[src/rtl/led_frame_scheduler.sv]
// LED frame scheduler: turns framerate edges into buffer swaps, paces the
// encoder through NUM_LEDS x BITS_PER_LED bit periods, then a latch gap.
module led_frame_scheduler #(
  parameter int NUM_LEDS     = 60,
  parameter int BITS_PER_LED = 24,
  parameter int RESET_TICKS  = 40
) (
  input  logic       clock_12mhz,
  input  logic       reset_n,
  input  logic       framerate,
  input  logic       bit_tick,
  input  logic       buffer_valid,
  output logic       buffer_swap,
  output logic       encoder_enable,
  output logic       encoder_reset,
  output logic [7:0] led_index,
  output logic [4:0] bit_index,
  output logic       frame_done,
  output logic       busy,
  output logic [7:0] dropped_frames
);

  localparam logic [7:0]  LED_LAST = 8'(NUM_LEDS - 1);
  localparam logic [4:0]  BIT_LAST = 5'(BITS_PER_LED - 1);
  localparam logic [15:0] LAT_LAST = 16'(RESET_TICKS - 1);

  typedef enum logic [1:0] {S_IDLE, S_SHIFT, S_LATCH} state_t;

  state_t      r_state, w_state_nxt;
  logic        r_fr_prev, r_armed, r_pending, w_pending_nxt;
  logic [15:0] r_lcnt, w_lcnt_nxt;
  logic        r_swap, w_swap_nxt, r_done, w_done_nxt;
  logic        r_en, w_en_nxt, r_rst, w_rst_nxt, r_busy;
  logic [7:0]  r_led, w_led_nxt, r_drop, w_drop_nxt;
  logic [4:0]  r_bit, w_bit_nxt;
  logic        w_req, w_drop_inc;

  // The first cycle after reset only captures framerate, so a level already
  // high at release is never mistaken for an edge.
  assign w_req = r_armed && (framerate != r_fr_prev);

  always_comb begin
    w_state_nxt   = r_state;
    w_pending_nxt = r_pending;
    w_lcnt_nxt    = r_lcnt;
    w_swap_nxt    = 1'b0;
    w_done_nxt    = 1'b0;
    w_en_nxt      = r_en;
    w_rst_nxt     = r_rst;
    w_led_nxt     = r_led;
    w_bit_nxt     = r_bit;
    w_drop_inc    = 1'b0;
    case (r_state)
      S_IDLE: begin
        if (w_req || r_pending) begin
          w_pending_nxt = 1'b0;
          if (buffer_valid) begin
            w_state_nxt = S_SHIFT;
            w_swap_nxt  = 1'b1;
            w_en_nxt    = 1'b1;
            w_led_nxt   = '0;
            w_bit_nxt   = '0;
          end else begin
            w_drop_inc = 1'b1;
          end
        end
      end
      S_SHIFT: begin
        if (bit_tick) begin
          if (r_bit == BIT_LAST) begin
            w_bit_nxt = '0;
            if (r_led == LED_LAST) begin
              w_state_nxt = S_LATCH;
              w_en_nxt    = 1'b0;
              w_rst_nxt   = 1'b1;
              w_led_nxt   = '0;
              w_lcnt_nxt  = '0;
            end else begin
              w_led_nxt = r_led + 8'd1;
            end
          end else begin
            w_bit_nxt = r_bit + 5'd1;
          end
        end
      end
      S_LATCH: begin
        if (bit_tick) begin
          w_lcnt_nxt = r_lcnt + 16'd1;
          if (r_lcnt == LAT_LAST) begin
            w_state_nxt = S_IDLE;
            w_rst_nxt   = 1'b0;
            w_done_nxt  = 1'b1;
          end
        end
      end
      default: w_state_nxt = S_IDLE;
    endcase
    // A request while busy (including on a transition edge) queues one deep.
    if (r_state != S_IDLE && w_req) begin
      if (!r_pending) w_pending_nxt = 1'b1;
      else            w_drop_inc    = 1'b1;
    end
  end

  assign w_drop_nxt = (w_drop_inc && r_drop != 8'hFF) ? r_drop + 8'd1 : r_drop;

  always_ff @(posedge clock_12mhz or negedge reset_n) begin
    if (!reset_n) begin
      r_state   <= S_IDLE;
      r_fr_prev <= 1'b0;
      r_armed   <= 1'b0;
      r_pending <= 1'b0;
      r_lcnt    <= '0;
      r_swap    <= 1'b0;
      r_done    <= 1'b0;
      r_en      <= 1'b0;
      r_rst     <= 1'b0;
      r_busy    <= 1'b0;
      r_led     <= '0;
      r_bit     <= '0;
      r_drop    <= '0;
    end else begin
      r_state   <= w_state_nxt;
      r_fr_prev <= framerate;
      r_armed   <= 1'b1;
      r_pending <= w_pending_nxt;
      r_lcnt    <= w_lcnt_nxt;
      r_swap    <= w_swap_nxt;
      r_done    <= w_done_nxt;
      r_en      <= w_en_nxt;
      r_rst     <= w_rst_nxt;
      r_busy    <= (w_state_nxt != S_IDLE);
      r_led     <= w_led_nxt;
      r_bit     <= w_bit_nxt;
      r_drop    <= w_drop_nxt;
    end
  end

  assign buffer_swap    = r_swap;
  assign encoder_enable = r_en;
  assign encoder_reset  = r_rst;
  assign led_index      = r_led;
  assign bit_index      = r_bit;
  assign frame_done     = r_done;
  assign busy           = r_busy;
  assign dropped_frames = r_drop;

endmodule

[config.mk]
export PLATFORM = sky130hd
export DESIGN_NAME = led_frame_scheduler
export DESIGN_NICKNAME = d
export VERILOG_FILES = /design/src/rtl/led_frame_scheduler.sv
export SDC_FILE = /design/constraint.sdc
export NUM_CORES = 1
export LEC_CHECK = 0
export CELL_PAD_IN_SITES_DETAIL_PLACEMENT = 0
export CELL_PAD_IN_SITES_GLOBAL_PLACEMENT = 2
export CORE_MARGIN = 5
export CORE_UTILIZATION = 30
export CTS_BUF_LIST = sky130_fd_sc_hd__clkbuf_4
export DETAILED_ROUTE_END_ITERATION = 6
export PLACE_DENSITY_LB_ADDON = 0.1
export SLEW_MARGIN = 30
export SYNTH_ARGS = -nofsm -noshare
export SYNTH_HDL_FRONTEND = slang
export SYNTH_SLANG_ARGS = --single-unit
export TNS_END_PERCENT = 100
[constraint.sdc]
create_clock -name clock_12mhz -period 1.55 [get_ports clock_12mhz]
set_input_delay 0.2325 -clock clock_12mhz [delete_from_list [all_inputs] [get_ports clock_12mhz]]
set_output_delay 0.2325 -clock clock_12mhz [all_outputs]
set_load 0.005 [all_outputs]
# [Word-level counts from Yosys, hierarchy flattened]
# Cells that the tools add are included.
[totals] mem_bits_ro=0 latchBits=0 elab_cells=96 mem_count=0 output_inout_bits=26 register_bits=47 ram_bits=0
[classes] magnitude_cmp=0 multipliers=0 n_addsub=4 div_mod_pow=0 shift=0 muxes=51 bitwise=0 n_reduce_logical=14 n_eq_ne=14
[ops] operator="$mux W16" n=4
[ops] operator="$mux W8" n=5
[ops] operator="$pmux W16 S2" n=1
[ops] operator="$mux W1" n=25
[ops] operator="$mux W5" n=4
[ops] operator="$add A16 B1 Y16 const B" n=1
[ops] operator="$add A8 B1 Y8 const B" n=2
[ops] operator="$eq A16 B6 Y1 const B" n=1
[ops] operator="$pmux W8 S2" n=1
[ops] operator="$mux W2" n=7
[ops] operator="$ne A2 B2 Y1 const B" n=7
[ops] operator="$reduce_and A6 Y1" n=2
[ops] operator="$pmux W5 S2" n=1
[ops] operator="$reduce_and A5 Y1" n=2
[ops] operator="$eq A8 B6 Y1 const B" n=1
[ops] operator="$ne A8 B8 Y1 const B" n=1
[ops] operator="$reduce_bool A2 Y1" n=4
[ops] operator="$pmux W2 S3" n=1
[ops] operator="$add A5 B1 Y5 const B" n=1
[ops] operator="$eq A5 B5 Y1 const B" n=1
[ops] operator="$pmux W1 S2" n=2
[ops] operator="$reduce_and A4 Y1" n=1
[ops] operator="$logic_and A1 B1 Y1" n=3
[ops] operator="$eq A2 B1 Y1 const B" n=1
[ops] operator="4 further kinds" n=4

# [Logic depth before layout (Yosys ltp)]
# Gate-level depths: netlist of the first run.
[logic_depth] depth_word=8 depth_mapped=6

# [Worst setup path after synthesis of the first run]
# OpenSTA, ideal clock, no wires.
[synth_path] kind="reg2reg" from="register r_bit[0], in the netlist bit_index[0]" to="register r_led[1], in the netlist led_index[1]" t_arrival_ps=1603 t_required_ps=1425 path_stages_with_launch=6 setup_ps=125 period_less_slack_ps=1728 path_slack_ps=-178 path_buffers=0 cell_sequence="dfrtp_1 -> ha_1 -> nand4b_1 -> a22oi_1 -> o21bai_2 -> mux2_2"
[synth_via] elab_chain_len=3
[synth_rtl] item="start: declaration" line_no="35" text="logic [4:0] r_bit, w_bit_nxt;"
[synth_rtl] item="start signal: assignment" line_no="134" text="r_bit <= w_bit_nxt;"
[synth_rtl] item="$eq A5 B5 Y1" line_no="70" text="if (r_bit == BIT_LAST) begin"
[synth_rtl] item="$ne A2 B2 Y1 (no source line)"
[synth_rtl] item="$reduce_and A5 Y1 (no source line)"
[synth_rtl] item="end signal: assignment" line_no="133" text="r_led <= w_led_nxt;"
[synth_rtl] item="end: declaration" line_no="34" text="logic [7:0] r_led, w_led_nxt, r_drop, w_drop_nxt;"
# No other way between the ends.
# A chain may end at the register's enable or synchronous reset.

# [Final worst setup path of the first run]
[layout_path] from="register r_bit[0], in the netlist bit_index[0]" to="register r_lcnt[11]"
[layout_via] elab_chain_len=3
[layout_rtl] item="$eq A5 B5 Y1" line_no="70"
[layout_rtl] item="$ne A2 B2 Y1 (no source line)"
[layout_rtl] item="$reduce_and A5 Y1 (no source line)"
[layout_rtl] item="end signal: assignment" line_no="127" text="r_lcnt <= w_lcnt_nxt;"
[layout_rtl] item="end: declaration" line_no="31" text="logic [15:0] r_lcnt, w_lcnt_nxt;"
# No other way between the ends.

==> results of run 1 <==
[layer usage]
metal	wire [um]	vias to the layer above	share of wire, %
met5	0	-	0
met4	72	0	1.1
met3	261	7	3.9
met2	3060	32	46
met1	3240	1101	49
li1	-	1127	-
[layout make-up]
class	instances	area share [%]
tap	105	3.45
inverter	12	1.18
multi-input combinational	182	37.4
clock buffer	5	0.985
clock inverter	3	1.77
timing repair buffer	107	24.3
sequential	47	30.9
[registers in the layout (all words and copies together), names as in the netlist]
name	count
r_state	2
buffer_swap	1
dropped_frames	8
r_fr_prev	1
r_armed	1
encoder_reset	1
led_index	8
bit_index	5
r_pending	1
encoder_enable	1
r_lcnt	16
busy	1
frame_done	1
[synth_stat cells, types with 4 or more instances]
library cell and n:
o22a_1 5, dfrtp_1 47, nand4_1 7, inv_1 12, buf_2 4, nor2_1 14
o21ai_0 19, and3_1 6, a21oi_1 14, ha_1 4, xor2_1 11, nand3_1 13
or3_1 6, nand2_1 15, nor3_1 7
[path summary, 6_finish.rpt]
kind	cells past startpoint	slack, ps	startpoint	end
hold / removal	2	280	reset_n	dropped_frames[4]$_DFFE_PN0P_
setup reg to reg	7	-90	bit_index[0]$_DFFE_PN0P_	r_lcnt[11]$_DFFE_PN0P_
hold reg to reg	2	500	encoder_reset$_DFFE_PN0P_	encoder_reset$_DFFE_PN0P_
setup / recovery	7	-90	bit_index[0]$_DFFE_PN0P_	r_lcnt[11]$_DFFE_PN0P_
min in group clock_12mhz	1	350	framerate	r_fr_prev$_DFF_PN0_
max in group asynchronous	3	730	reset_n	r_state[0]$_DFF_PN0_
[cells in the final DEF, fill, tap and decap left out, types with 3 or more instances in the layout]
cell type	count
nand4_1	7
nand3_1	11
dlygate4sd2_1	15
or3_1	6
dlymetal6s2s_1	7
clkdlybuf4s50_1	7
dfrtp_1	44
inv_1	12
nor3_1	6
nand2_1	14
buf_4	67
o21ai_0	16
nand3b_1	3
and3_1	6
nor4_1	3
o22a_1	5
a21oi_1	7
o21ai_1	3
nor2_1	13
a21oi_2	8
dfrtp_2	3
clkbuf_4	5
buf_6	7
xor2_1	11
ha_2	3
[kinds of logic after synthesis]
| kind of cell | count (synthesis) | share of synthesized area [%] |
|---|---|---|
| simple gates | 98 | 24.0 |
| flops | 47 | 47.8 |
| compound gates | 63 | 16.8 |
| fa+ha+maj | 4 | 2.04 |
| other cells | 1 | 0.153 |
| buf+inv | 19 | 3.10 |
| mux | 3 | 1.37 |
| xor+xnor | 13 | 4.63 |
[through the flow]
step / setup WS [ps] / instance area, sq um / utilization (%) / TNS, ps / power (mW)
final: -95.0 / 3810 / 47.1 / -1540 / 4.22
after global routing: -187 / 3810 / 47.1 / -4390 / 4.50
after global placement: -337 / 3330 / 41.2 / -10300 / 3.00
after detailed placement: -360 / 3330 / 41.2 / -11380 / 3.02
after CTS: -132 / 3600 / 44.5 / -2530 / 4.08
after floorplan: -154 / 2510 / - / -1470 / 2.16
[power groups by stage]
stage	clock [mW]	sequential, mW	combinational [mW]
after floorplan	0	1.64	0.528
after global placement	0	1.60	1.40
after detailed placement	0	1.60	1.42
after CTS	0.992	1.54	1.55
after global routing	1.04	1.57	1.89
final	0.953	1.55	1.73
[what timing repair did]
item | 4_1_cts | 5_1_grt
endpoints found under the hold margin | 14 | 0
buffers inserted | 15 | 6
setup endpoints to repair | 54 | 45
hold buffers | 1 | 0
resized for setup | 33 | 37
pin swaps | 6 | 12
==> results.py, run 1 <==
metrics = {
    "outcome": {
        "status": "finished, violations left",
        "violations": "setup timing",
    },
    "timing": {
        "rsz0062_at_grt": "true",
        "fin_ws_ps": -95.0,
        "finalCritPeriodShare_pct": 106,
        "skew_ps": 13.2,
        "period_minus_slack_ps": 1640,
        "max_freq_mhz": 608,
        "setup_viol": 25,
        "finalHoldViolCount": 0,
        "maxSlewViolCount": 0,
        "holdWs_ps": 280,
    },
    "power": {
        "pwr-share-comb_pct": 40.9,
        "power_leakage_nw": 1.83,
        "ir_worst_vdd_mv": 0.462,
        "power_frac_seq_pct": 36.6,
        "p_clk_share_pct": 22.6,
        "p_sw_mw": 1.31,
        "p_sw_share_pct": 31.1,
        "intPower_mw": 2.91,
        "power.density_nw_per_um2": 1110,
    },
    "die": {
        "die_h_um": 101,
        "num_rows": 33,
        "core_sq_um": 8090,
        "start_util_pct": 30.4,
        "dieArea_sq_um": 10100,
        "die_w_um": 101,
        "io_pins": 31,
    },
    "clock_network": {
        "clock_latency_ps": 380,
        "cts_tree": "built",
        "cts_made_buffers": 5,
        "cts_root_buf": "clkbuf_4",
        "clock_sinks": 47,
        "cts_max_path_buffers": 2,
        "path_clk_slew_ps": 160,
        "htree_levels": 2,
    },
    "yosys": {
        "ys_warn_count": 0,
        "synth-main-ff-cell": "dfrtp_1",
        "syn_avg_cell_area_sq_um": 9.91,
        "synth_seq_cells": 47,
        "syn_nets": 257,
        "syn_inst": 248,
        "netlist.area_leader.share_pct": 47.8,
        "ys_seq_area_share_pct": 47.8,
        "synth_cell_types": 54,
        "netlist_area_sq_um": 2460,
        "synth.area.top_cells": "dfrtp_1, xor2_1, o21ai_0",
        "yosys.area.top_type": "dfrtp_1",
        "synth-edff-count": 0,
        "async_flop_share_pct": 100,
    },
    "critical_path": {
        "cp-end-kind": "register",
        "worstPathCellList": "ha_2 -> nand4b_1 -> buf_4 -> nor4b_4 -> buf_6 -> buf_12 -> a21oi_1",
        "slowest_delay_ps": 380,
        "crit_required_ps": 1820,
        "cp_slowest_cell": "dfrtp_1",
        "path_class": "reg -> reg",
        "cp.arrival_ps": 1920,
        "path_buf_inv": 3,
        "start_kind": "register",
        "critical-path-top-delay-family": "buffers and inverters",
        "worstPathMaxFanout": 10,
    },
    "cells_and_area": {
        "diodes": 0,
        "multiInputGateArea_sq_um": 1430,
        "final_cells": 461,
        "regArea_sq_um": 1180,
        "fill_cells": 807,
        "synthToLayoutAreaGrowth_pct": 55.1,
        "layout-drive-gt1-share_pct": 36.8,
        "num-nets-final": 364,
    },
    "detailed_routing": {
        "viasPerCell": 4.92,
        "post_drt_wl_per_cell_um": 14.4,
        "ant_nets": 0,
        "first_pass_iters": 4,
        "drt-total-wl_mm": 6.63,
        "drc_errors": 0,
        "vias": 2267,
        "first_iter_violations": 47,
    },
    "placed_design": {
        "dp.cells": 431,
        "portBuffers": 30,
        "post-dp-hpwl_mm": 4.74,
        "finalWeightedCongestion": 0.757,
    },
    "global_route": {
        "grt_start_max_net_pins": 34,
        "grt_pass1_vias": 2265,
        "grt_usage_pct": 13.6,
        "overflow": 0,
        "busiest_layer": "met2",
        "grtUsageMet1_pct": 18.6,
        "use_met2_pct": 21.8,
        "use_met3_pct": 3.11,
        "antenna_found_initial": 0,
        "grt_pass1_wl_mm": 10.9,
    },
    "run": {
        "drv_cap": 0,
    },
    "worst_hold_path": {
        "hold_class": "in -> async",
    },
}
Power figures use the tool's default switching activity.
==> run 2, diff against run 1 <==
--- a/config.mk
+++ b/config.mk
@@ -11,7 +11,7 @@
 export CORE_UTILIZATION = 30
 export CTS_BUF_LIST = sky130_fd_sc_hd__clkbuf_4
 export DETAILED_ROUTE_END_ITERATION = 6
-export PLACE_DENSITY_LB_ADDON = 0.1
+export PLACE_DENSITY = 0.79
 export SLEW_MARGIN = 30
 export SYNTH_ARGS = -nofsm -noshare
 export SYNTH_HDL_FRONTEND = slang
==> results.py, run 2 (same netlist as run 1, synthesis figures left out) <==
metrics = {
    "critical_path": {
        "r2r_end": "led_index[3]$_DFFE_PN0P_",
        "cp.arrival_ps": 1870,
        "worstPathMaxFanout": 4,
        "r2r_setup_slack_ps": -80,
        "slowest_delay_ps": 380,
        "r2r_start": "bit_index[1]$_DFFE_PN0P_",
        "cp-end-kind": "register",
        "path_buf_inv": 2,
        "reg2reg_depth": 7,
        "worstPathCellList": "ha_2 -> nand4b_1 -> buf_4 -> a22oi_2 -> o21bai_4 -> buf_6 -> o22a_1",
        "path_class": "reg -> reg",
        "start_kind": "register",
        "critical-path-top-delay-family": "compound AO/OA/AOI/OAI gates",
        "cp_slowest_cell": "dfrtp_1",
        "crit_required_ps": 1800,
    },
    "cells_and_area": {
        "top_register": "r_lcnt",
        "design_area_sq_um": 3860,
        "layout-drive-gt1-share_pct": 40.5,
        "num-nets-final": 366,
        "layout_common_cells": "buf_4, dfrtp_1, o21ai_0, clkdlybuf4s50_1, dlygate4sd2_1",
        "synthToLayoutAreaGrowth_pct": 57.1,
        "final_common_cell": "buf_4",
        "diodes": 0,
        "largest_reg_flops": 16,
    },
    "global_route": {
        "antenna_found_initial": 0,
        "grt_pass1_vias": 2258,
        "grt_usage_pct": 13.2,
        "grt_pass1_wl_mm": 10.9,
        "grt_start_max_net_pins": 48,
        "overflow": 0,
    },
    "placed_design": {
        "portBuffers": 30,
        "dpl_cell_area_sq_um": 3340,
        "finalWeightedCongestion": 0.743,
        "post-dp-hpwl_mm": 4.47,
    },
    "power": {
        "power_frac_seq_pct": 37.8,
        "p_clk_share_pct": 22.5,
        "ir_worst_vdd_mv": 0.315,
        "power_leakage_nw": 1.75,
        "intPower_mw": 2.84,
        "power.density_nw_per_um2": 1060,
        "pwr-share-comb_pct": 39.7,
        "p_sw_mw": 1.25,
        "p_sw_share_pct": 30.6,
    },
    "timing": {
        "setup_viol": 26,
        "max_freq_mhz": 614,
        "holdWs_ps": 340,
        "rsz0062_at_grt": "true",
        "maxSlewViolCount": 0,
        "period_minus_slack_ps": 1630,
        "finalHoldViolCount": 0,
        "fin_ws_ps": -77.4,
        "skew_ps": 22.6,
        "finalCritPeriodShare_pct": 105,
    },
    "detailed_routing": {
        "post_drt_wl_per_cell_um": 13.9,
        "first_iter_violations": 94,
        "drt-total-wl_mm": 6.42,
        "viasPerCell": 4.86,
        "drc_errors": 0,
        "first_pass_iters": 4,
        "ant_nets": 0,
        "vias": 2248,
    },
    "die": {
        "die_h_um": 101,
        "io_pins": 31,
        "die_w_um": 101,
        "num_rows": 33,
        "dieArea_sq_um": 10100,
        "start_util_pct": 30.4,
        "core_sq_um": 8090,
    },
    "clock_network": {
        "clock_latency_ps": 370,
        "clock_sinks": 47,
        "cts_made_buffers": 5,
        "cts_root_buf": "clkbuf_4",
        "htree_levels": 2,
        "path_clk_slew_ps": 150,
        "cts_max_path_buffers": 2,
        "cts_tree": "built",
    },
    "run": {
        "drv_cap": 0,
    },
    "worst_hold_path": {
        "hold_class": "in -> async",
    },
    "outcome": {
        "violations": "setup timing",
        "status": "finished, violations left",
    },
}
## run 2: timing repair
action | CTS | global route
hold buffers | 1 | 0
buffers inserted | 14 | 7
pin swaps | 3 | 7
resized for setup | 44 | 36
endpoints found under the setup margin | 55 | 36
gates cloned | 1 | 0
endpoints found under the hold margin | 47 | 0
## run 2: power by group through the flow
stage	Sequential (mW)	Combinational (mW)	Clock, mW
after floorplan	1.64	0.528	0
after CTS	1.54	1.50	0.957
final	1.55	1.63	0.920
after global routing	1.58	1.80	1.00
after global placement	1.60	1.35	0
after detailed placement	1.60	1.37	0
## run 2: how the worst max path moves through the flow
stage                             start                  endpoint  slack (ps)  cells after the start
6_report       bit_index[1]$_DFFE_PN0P_  led_index[3]$_DFFE_PN0P_         -80                      7
3_3_place_gp                  framerate  led_index[1]$_DFFE_PN0P_        -340                      6
2_1_floorplan  bit_index[0]$_DFFE_PN0P_  led_index[1]$_DFFE_PN0P_        -150                      5
4_1_cts        bit_index[1]$_DFFE_PN0P_     r_lcnt[0]$_DFFE_PN0P_         -60                      7
3_5_place_dp                   bit_tick    r_lcnt[15]$_DFFE_PN0P_        -360                      5
5_1_grt        bit_index[0]$_DFFE_PN0P_  led_index[3]$_DFFE_PN0P_        -120                      7
## run 2: final cells by class
type / count / area, sq um
inverters: 12 / 45.0
multi-input cells: 182 / 1470
clock buffers: 5 / 37.5
repair buffers: 109 / 931
clock inverters: 3 / 67.6
well taps: 105 / 131
flip-flops and latches: 47 / 1180
fillers: 769 / 4230
## run 2: layer usage
layer / up-vias / track usage [%] / part of all wire, % / routed length (um)
met5: - / 0 / 0 / 0
met2: 25 / 21.9 / 49 / 3150
met4: 0 / 3.11 / 1.0 / 66
met3: 4 / 2.42 / 2.8 / 178
met1: 1085 / 17.9 / 47 / 3030
li1: 1134 / - / - / -
## run 2: worst reg2reg max path: stages, from the launching register on
cell	delay, ps
dfrtp_1	380
ha_2	190
nand4b_1	160
buf_4	180
a22oi_2	190
o21bai_4	110
buf_6	140
o22a_1	150
## run 2: metrics by stage
step / cells / setup WS [ps] / util [%] / setup TNS (ps) / total power [mW]
2_1_floorplan: 248 / -154 / - / -1470 / 2.16
3_3_place_gp: 432 / -340 / 41.3 / -10310 / 2.96
3_5_place_dp: 432 / -358 / 41.3 / -11340 / 2.97
4_1_cts: 456 / -65.0 / 45.2 / -801 / 4.00
5_1_grt: 463 / -121 / 47.7 / -2780 / 4.38
6_report: 463 / -77.4 / 47.7 / -1110 / 4.10
==> run 3, diff against run 2 <==
--- a/config.mk
+++ b/config.mk
@@ -11,7 +11,7 @@
 export CORE_UTILIZATION = 30
 export CTS_BUF_LIST = sky130_fd_sc_hd__clkbuf_4
 export DETAILED_ROUTE_END_ITERATION = 6
-export PLACE_DENSITY = 0.79
+export PLACE_DENSITY = 0.7
 export SLEW_MARGIN = 30
 export SYNTH_ARGS = -nofsm -noshare
 export SYNTH_HDL_FRONTEND = slang
==> results.py, run 3 (same netlist as run 1, synthesis figures left out) <==
metrics = {
    "die": {
        "die_h_um": 101,
        "core_sq_um": 8090,
        "die_w_um": 101,
        "start_util_pct": 30.4,
        "dieArea_sq_um": 10100,
        "io_pins": 31,
        "num_rows": 33,
    },
    "cells_and_area": {
        "design_area_sq_um": 3840,
        "synthToLayoutAreaGrowth_pct": 56.0,
        "top_register": "r_lcnt",
        "largest_reg_flops": 16,
        "num-nets-final": 371,
        "layout-drive-gt1-share_pct": 37.6,
        "final_cells": 467,
        "fill_cells": 785,
        "layout_common_cells": "buf_4, dfrtp_1, nand2_1, dlygate4sd2_1, nor2_1",
        "multiInputGateArea_sq_um": 1440,
        "regArea_sq_um": 1180,
        "diodes": 0,
        "final_common_cell": "buf_4",
    },
    "global_route": {
        "grt_pass1_vias": 2336,
        "grt_usage_pct": 14.0,
        "antenna_found_initial": 0,
        "grt_pass1_wl_mm": 11.5,
        "grt_start_max_net_pins": 33,
        "overflow": 0,
    },
    "power": {
        "ir_worst_vdd_mv": 0.311,
        "power_frac_seq_pct": 41.8,
        "power_leakage_nw": 1.76,
        "p_clk_share_pct": 14.8,
        "power.density_nw_per_um2": 974,
        "p_sw_mw": 1.24,
        "p_sw_share_pct": 33.1,
        "pwr-share-comb_pct": 43.3,
        "intPower_mw": 2.50,
    },
    "detailed_routing": {
        "drt-total-wl_mm": 6.64,
        "vias": 2282,
        "first_iter_violations": 63,
        "viasPerCell": 4.89,
        "drc_errors": 0,
        "first_pass_iters": 5,
        "post_drt_wl_per_cell_um": 14.2,
        "ant_nets": 0,
    },
    "placed_design": {
        "dp.cells": 435,
        "dpl_cell_area_sq_um": 3390,
        "portBuffers": 30,
        "finalWeightedCongestion": 0.768,
        "post-dp-hpwl_mm": 4.74,
    },
    "critical_path": {
        "path_class": "reg -> reg",
        "slowest_delay_ps": 460,
        "worstPathCellList": "buf_12 -> o21a_1 -> a32oi_4 -> a21oi_2 -> buf_4 -> xor2_2",
        "r2r_setup_slack_ps": -120,
        "worstPathMaxFanout": 7,
        "cp_slowest_cell": "dfrtp_2",
        "start_kind": "register",
        "crit_required_ps": 1810,
        "cp.arrival_ps": 1930,
        "cp-end-kind": "register",
    },
    "worst_hold_path": {
        "hold_class": "in -> async",
    },
    "clock_network": {
        "clock_sinks": 47,
        "cts_tree": "built",
        "htree_levels": 2,
        "cts_made_buffers": 5,
        "path_clk_slew_ps": 140,
        "cts_root_buf": "clkbuf_4",
        "clock_latency_ps": 350,
        "cts_max_path_buffers": 2,
    },
    "outcome": {
        "violations": "setup timing",
        "status": "finished, violations left",
    },
    "timing": {
        "skew_ps": 11.1,
        "holdWs_ps": 310,
        "finalHoldViolCount": 0,
        "maxSlewViolCount": 0,
        "fin_ws_ps": -121,
        "period_minus_slack_ps": 1670,
        "max_freq_mhz": 598,
        "setup_viol": 31,
        "finalCritPeriodShare_pct": 108,
        "rsz0062_at_grt": "true",
    },
    "run": {
        "drv_cap": 0,
    },
}
run 3: cell count changes in the layout (fill, tap and decap cells not counted), sizes merged:
cell and change:
buf +3, bufinv -2, clkbuf +2, clkdlybuf4s50 -1
clkinv +2, clkinvlp -1, dlygate4sd2 +1
run 3: worst max-delay path: cells and delay by family, from the launching register on:
kind / cells / cell delay [ps]
AO/OA/AOI/OAI: 3 / 680
XOR/XNOR: 1 / 140
buffers and inverters: 2 / 300
flip-flops: 1 / 460
run 3: power groups by stage:
stage	combinational (mW)	sequential (mW)	clock [mW]
after detailed placement	1.37	1.61	0
after global placement	1.36	1.61	0
after CTS	1.54	1.56	0.606
after global routing	1.80	1.59	0.645
after floorplan	0.528	1.64	0
final	1.62	1.56	0.553
run 3: layer usage:
layer	GRT usage (%)	vias up	part of all wire [%]
li1	-	1142	-
met1	19.2	1105	48
met2	22.9	29	48
met3	2.01	6	2.8
met4	4.15	0	1.1
met5	0	-	0
run 3: layout make-up:
type / count / area share [%]
flip-flops and latches: 47 / 30.8
repair buffers: 114 / 25.8
clock buffers: 5 / 0.978
multi-input cells: 182 / 37.6
clock inverters: 2 / 0.228
well taps: 105 / 3.42
inverters: 12 / 1.17
run 3: worst paths after layout:
check                                            from                            end  cells after the start
max in group asynchronous                     reset_n           r_state[0]$_DFF_PN0_                      3
worst min register to register  r_lcnt[0]$_DFFE_PN0P_          r_lcnt[0]$_DFFE_PN0P_                      1
worst max-delay path             r_state[1]$_DFF_PN0_  dropped_frames[0]$_DFFE_PN0P_                      6
worst min-delay path                          reset_n  dropped_frames[1]$_DFFE_PN0P_                      2
worst max register to register   r_state[1]$_DFF_PN0_  dropped_frames[0]$_DFFE_PN0P_                      6
min in group clock_12mhz                    framerate            r_fr_prev$_DFF_PN0_                      1
run 3: per-stage QoR:
| stage | total power, mW | TNS, ps | setup WS, ps | util (%) |
|---|---|---|---|---|
| after floorplan | 2.16 | -1470 | -154 | - |
| after global placement | 2.97 | -10660 | -343 | 41.9 |
| after detailed placement | 2.98 | -10980 | -360 | 41.9 |
| after CTS | 3.70 | -2240 | -142 | 45.6 |
| after global routing | 4.04 | -4140 | -186 | 47.4 |
| final | 3.74 | -1870 | -121 | 47.4 |
run 3: timing repair:
item | in CTS | in global routing
endpoints found under the hold margin | 15 | 0
gates resized for setup | 40 | 23
endpoints found under the setup margin | 58 | 41
pin swaps | 10 | 9
buffers inserted | 20 | 3
gates cloned | 0 | 1
hold buffers | 1 | 0
==> patch, RTL diff (settings of run 3) <==
Remove the register `r_swap`: a continuous assignment takes its place, so the output `buffer_swap` follows one clock earlier.
--- a/src/rtl/led_frame_scheduler.sv
+++ b/src/rtl/led_frame_scheduler.sv
@@ -112,5 +112,4 @@
       r_pending <= 1'b0;
       r_lcnt    <= '0;
-      r_swap    <= 1'b0;
       r_done    <= 1'b0;
       r_en      <= 1'b0;
@@ -126,5 +125,4 @@
       r_pending <= w_pending_nxt;
       r_lcnt    <= w_lcnt_nxt;
-      r_swap    <= w_swap_nxt;
       r_done    <= w_done_nxt;
       r_en      <= w_en_nxt;
@@ -136,4 +134,6 @@
     end
   end
+
+  assign r_swap = w_swap_nxt;
 
   assign buffer_swap    = r_swap;
Check against the original RTL: not equivalent (Yosys sat finds a counterexample within 4 cycles, from zero or initial values and one cycle with reset_n low).
==> patch against run 3 <==
The flow still finishes with violations (negative setup slack); routed wire length shrank 4.9%; synthesized area fell by 4.1%; clock skew is 4.9 ps lower; final area grew 0.52%; sequential cell count decreased by 1; combinational power fell by 41%; worst setup slack lost 25 ps; power down 12%; global-route usage down 0.32 points; critical path type unchanged; critical endpoint is now busy; largest cell class unchanged; largest power group is now sequential cells.
==> patch: results (changes against run 3) <==
{| class="wikitable"
! Metric !! Value
|-
| Part of the Yosys area used for sequential elements || 0.488 (+0.00969)
|-
| Cell total after placement || 423 (-2.8%)
|-
| Total number of vias || 2189 (-4.1%)
|-
| Met2 layer wire length in the routed design || 3010 µm (-5.0%)
|-
| Total negative setup slack || -3170 ps (-1300 ps)
|-
| Share of final-layout standard cells stronger than drive strength 1 || 0.419 (+0.0433)
|-
| Number of search-and-repair iterations in the first detailed-routing pass || 4 (-1)
|-
| Tightest hold margin || 334 ps (+24.1 ps)
|-
| Fill cell instance count of the final layout || 732 (-6.8%)
|-
| Total routing resource utilization after global routing || 0.137 (-0.00317)
|-
| Top area cells in the synthesized netlist || dfrtp_1 (49%), xnor2_1 (4.1%), nand2_1 (3.7%)
|-
| Violated checks || negative setup slack
|-
| Via count of the first global-routing pass || 2271 (-2.8%)
|-
| Met1 WL || 3080 µm (-4.1%)
|-
| Via-to-Cell Ratio || 4.76 (-2.6%)
|-
| Routed WL || 6320 µm (-4.9%)
|-
| Post-DP HPWL || 4220 µm (-11%)
|-
| Run status || complete, but fails checks
|-
| Synth Instances || 237 (-4.4%)
|-
| Source of the worst register-to-register timing path || r_lcnt[8]
|-
| Final setup fails || 33 (+6.5%)
|-
| Post-Syn Nets || 246 (-4.3%)
|-
| Net count of the finished layout || 366 (-1.3%)
|-
| Total inserted antenna cells || 0 (unchanged)
|-
| Post-Place Worst Slack || -435 ps (-74.9 ps)
|-
| Commonest cells in the netlist || dfrtp_1 (46), nand2_1 (23), nor2_1 (21), o21ai_0 (15)
|-
| Minimum setup slack in the final design || -147 ps (-25.2 ps)
|-
| Internal power consumption || 0.00242 W (-3.3%)
|-
| DRC violation total after the first TritonRoute iteration || 65 (+3.2%)
|-
| Worst reg2reg endpoint || busy
|-
| Count of warnings emitted by yosys || 0 (unchanged)
|-
| Maximum fanout along the worst path || 2 (-5)
|-
| Synth unique cells || 51 (-5.6%)
|-
| VDD IR-drop max || 0.519 mV (+67%)
|-
| Leakage power summed over all cells || 1.82 nW (+3.3%)
|-
| Clock buffer count from CTS || 5 (unchanged)
|-
| Clock skew || 6.21 ps (-4.94 ps)
|-
| Routed length on met3 || 167 µm (-11%)
|-
| Placer Congestion || 0.789 (+2.8%)
|-
| Die outline area || 0.00973 mm² (-3.7%)
|}
==> patch: cell count changes after synthesis, sizes merged, moves of 6 or more <==
cell	before	now
nand2	15	23
inv	12	4
xor2	11	5
xnor2	2	11
nor2	14	22
a21oi	15	9
a31oi	0	8
==> patch: power by group through the flow <==
stage	registers [W]	logic (W)	clock network [W]
6_report	0.00141	0.000959	0.000925
3_3_place_gp	0.00149	0.000768	0
2_1_floorplan	0.00151	0.000249	0
4_1_cts	0.00141	0.000943	0.000958
3_5_place_dp	0.00149	0.000774	0
5_1_grt	0.00143	0.00106	0.00101
==> patch: critical path: stages, from the launching register on <==
cell and delay, ps:
dfrtp_1 440, nor4_4 300, nand4_1 130, nor4_2 230, buf_4 170, a31oi_4 80
or2_1 240
==> patch: cell families after synthesis <==
group / count (synthesis) / synth area share
fa+ha+maj: 4 / 0.0212
other cells: 1 / 0.00159
mux: 3 / 0.0143
buf+inv: 11 / 0.0212
simple gates: 112 / 0.270
compound gates: 44 / 0.124
flops: 46 / 0.488
xor+xnor: 16 / 0.0594
==> patch: how the worst max path moves through the flow <==
stage	to	slack (ps)	cells after the start
after global routing	busy	-260	6
final	busy	-150	6
after CTS	busy	-180	6
after floorplan	busy	-70	5
after detailed placement	dropped_frames[1]	-430	6
after global placement	dropped_frames[1]	-410	6
==> patch: final cells by class <==
| type | count | area share |
|---|---|---|
| Clock buffer | 5 | 0.00973 |
| Clock inverter | 3 | 0.0178 |
| Inverter | 4 | 0.00389 |
| Multi-Input combinational cell | 180 | 0.364 |
| Sequential cell | 46 | 0.299 |
| Tap cell | 102 | 0.0331 |
| Timing Repair Buffer | 120 | 0.273 |
==> patch: per-stage QoR <==
step,area (µm²),util
6_report,3860,0.502
5_1_grt,3860,0.502
4_1_cts,3660,0.476
3_5_place_dp,3260,0.424
3_3_place_gp,3260,0.424
2_1_floorplan,2410,-
==> patch: routing by layer <==
metal  global-route usage  vias to the layer above
met2                0.222                       28
met4               0.0315                        0
li1                     -                     1104
met1                0.190                     1052
met5                    0                        -
met3               0.0255                        5
==> patch: timing repair <==
item / in CTS / in global routing
hold buffers: 1 / 0
gates cloned: 1 / 0
hold endpoints to repair: 15 / 0
buffers inserted: 18 / 10
endpoints found under the setup margin: 59 / 48
gates resized for setup: 63 / 35
pin swaps: 19 / 18
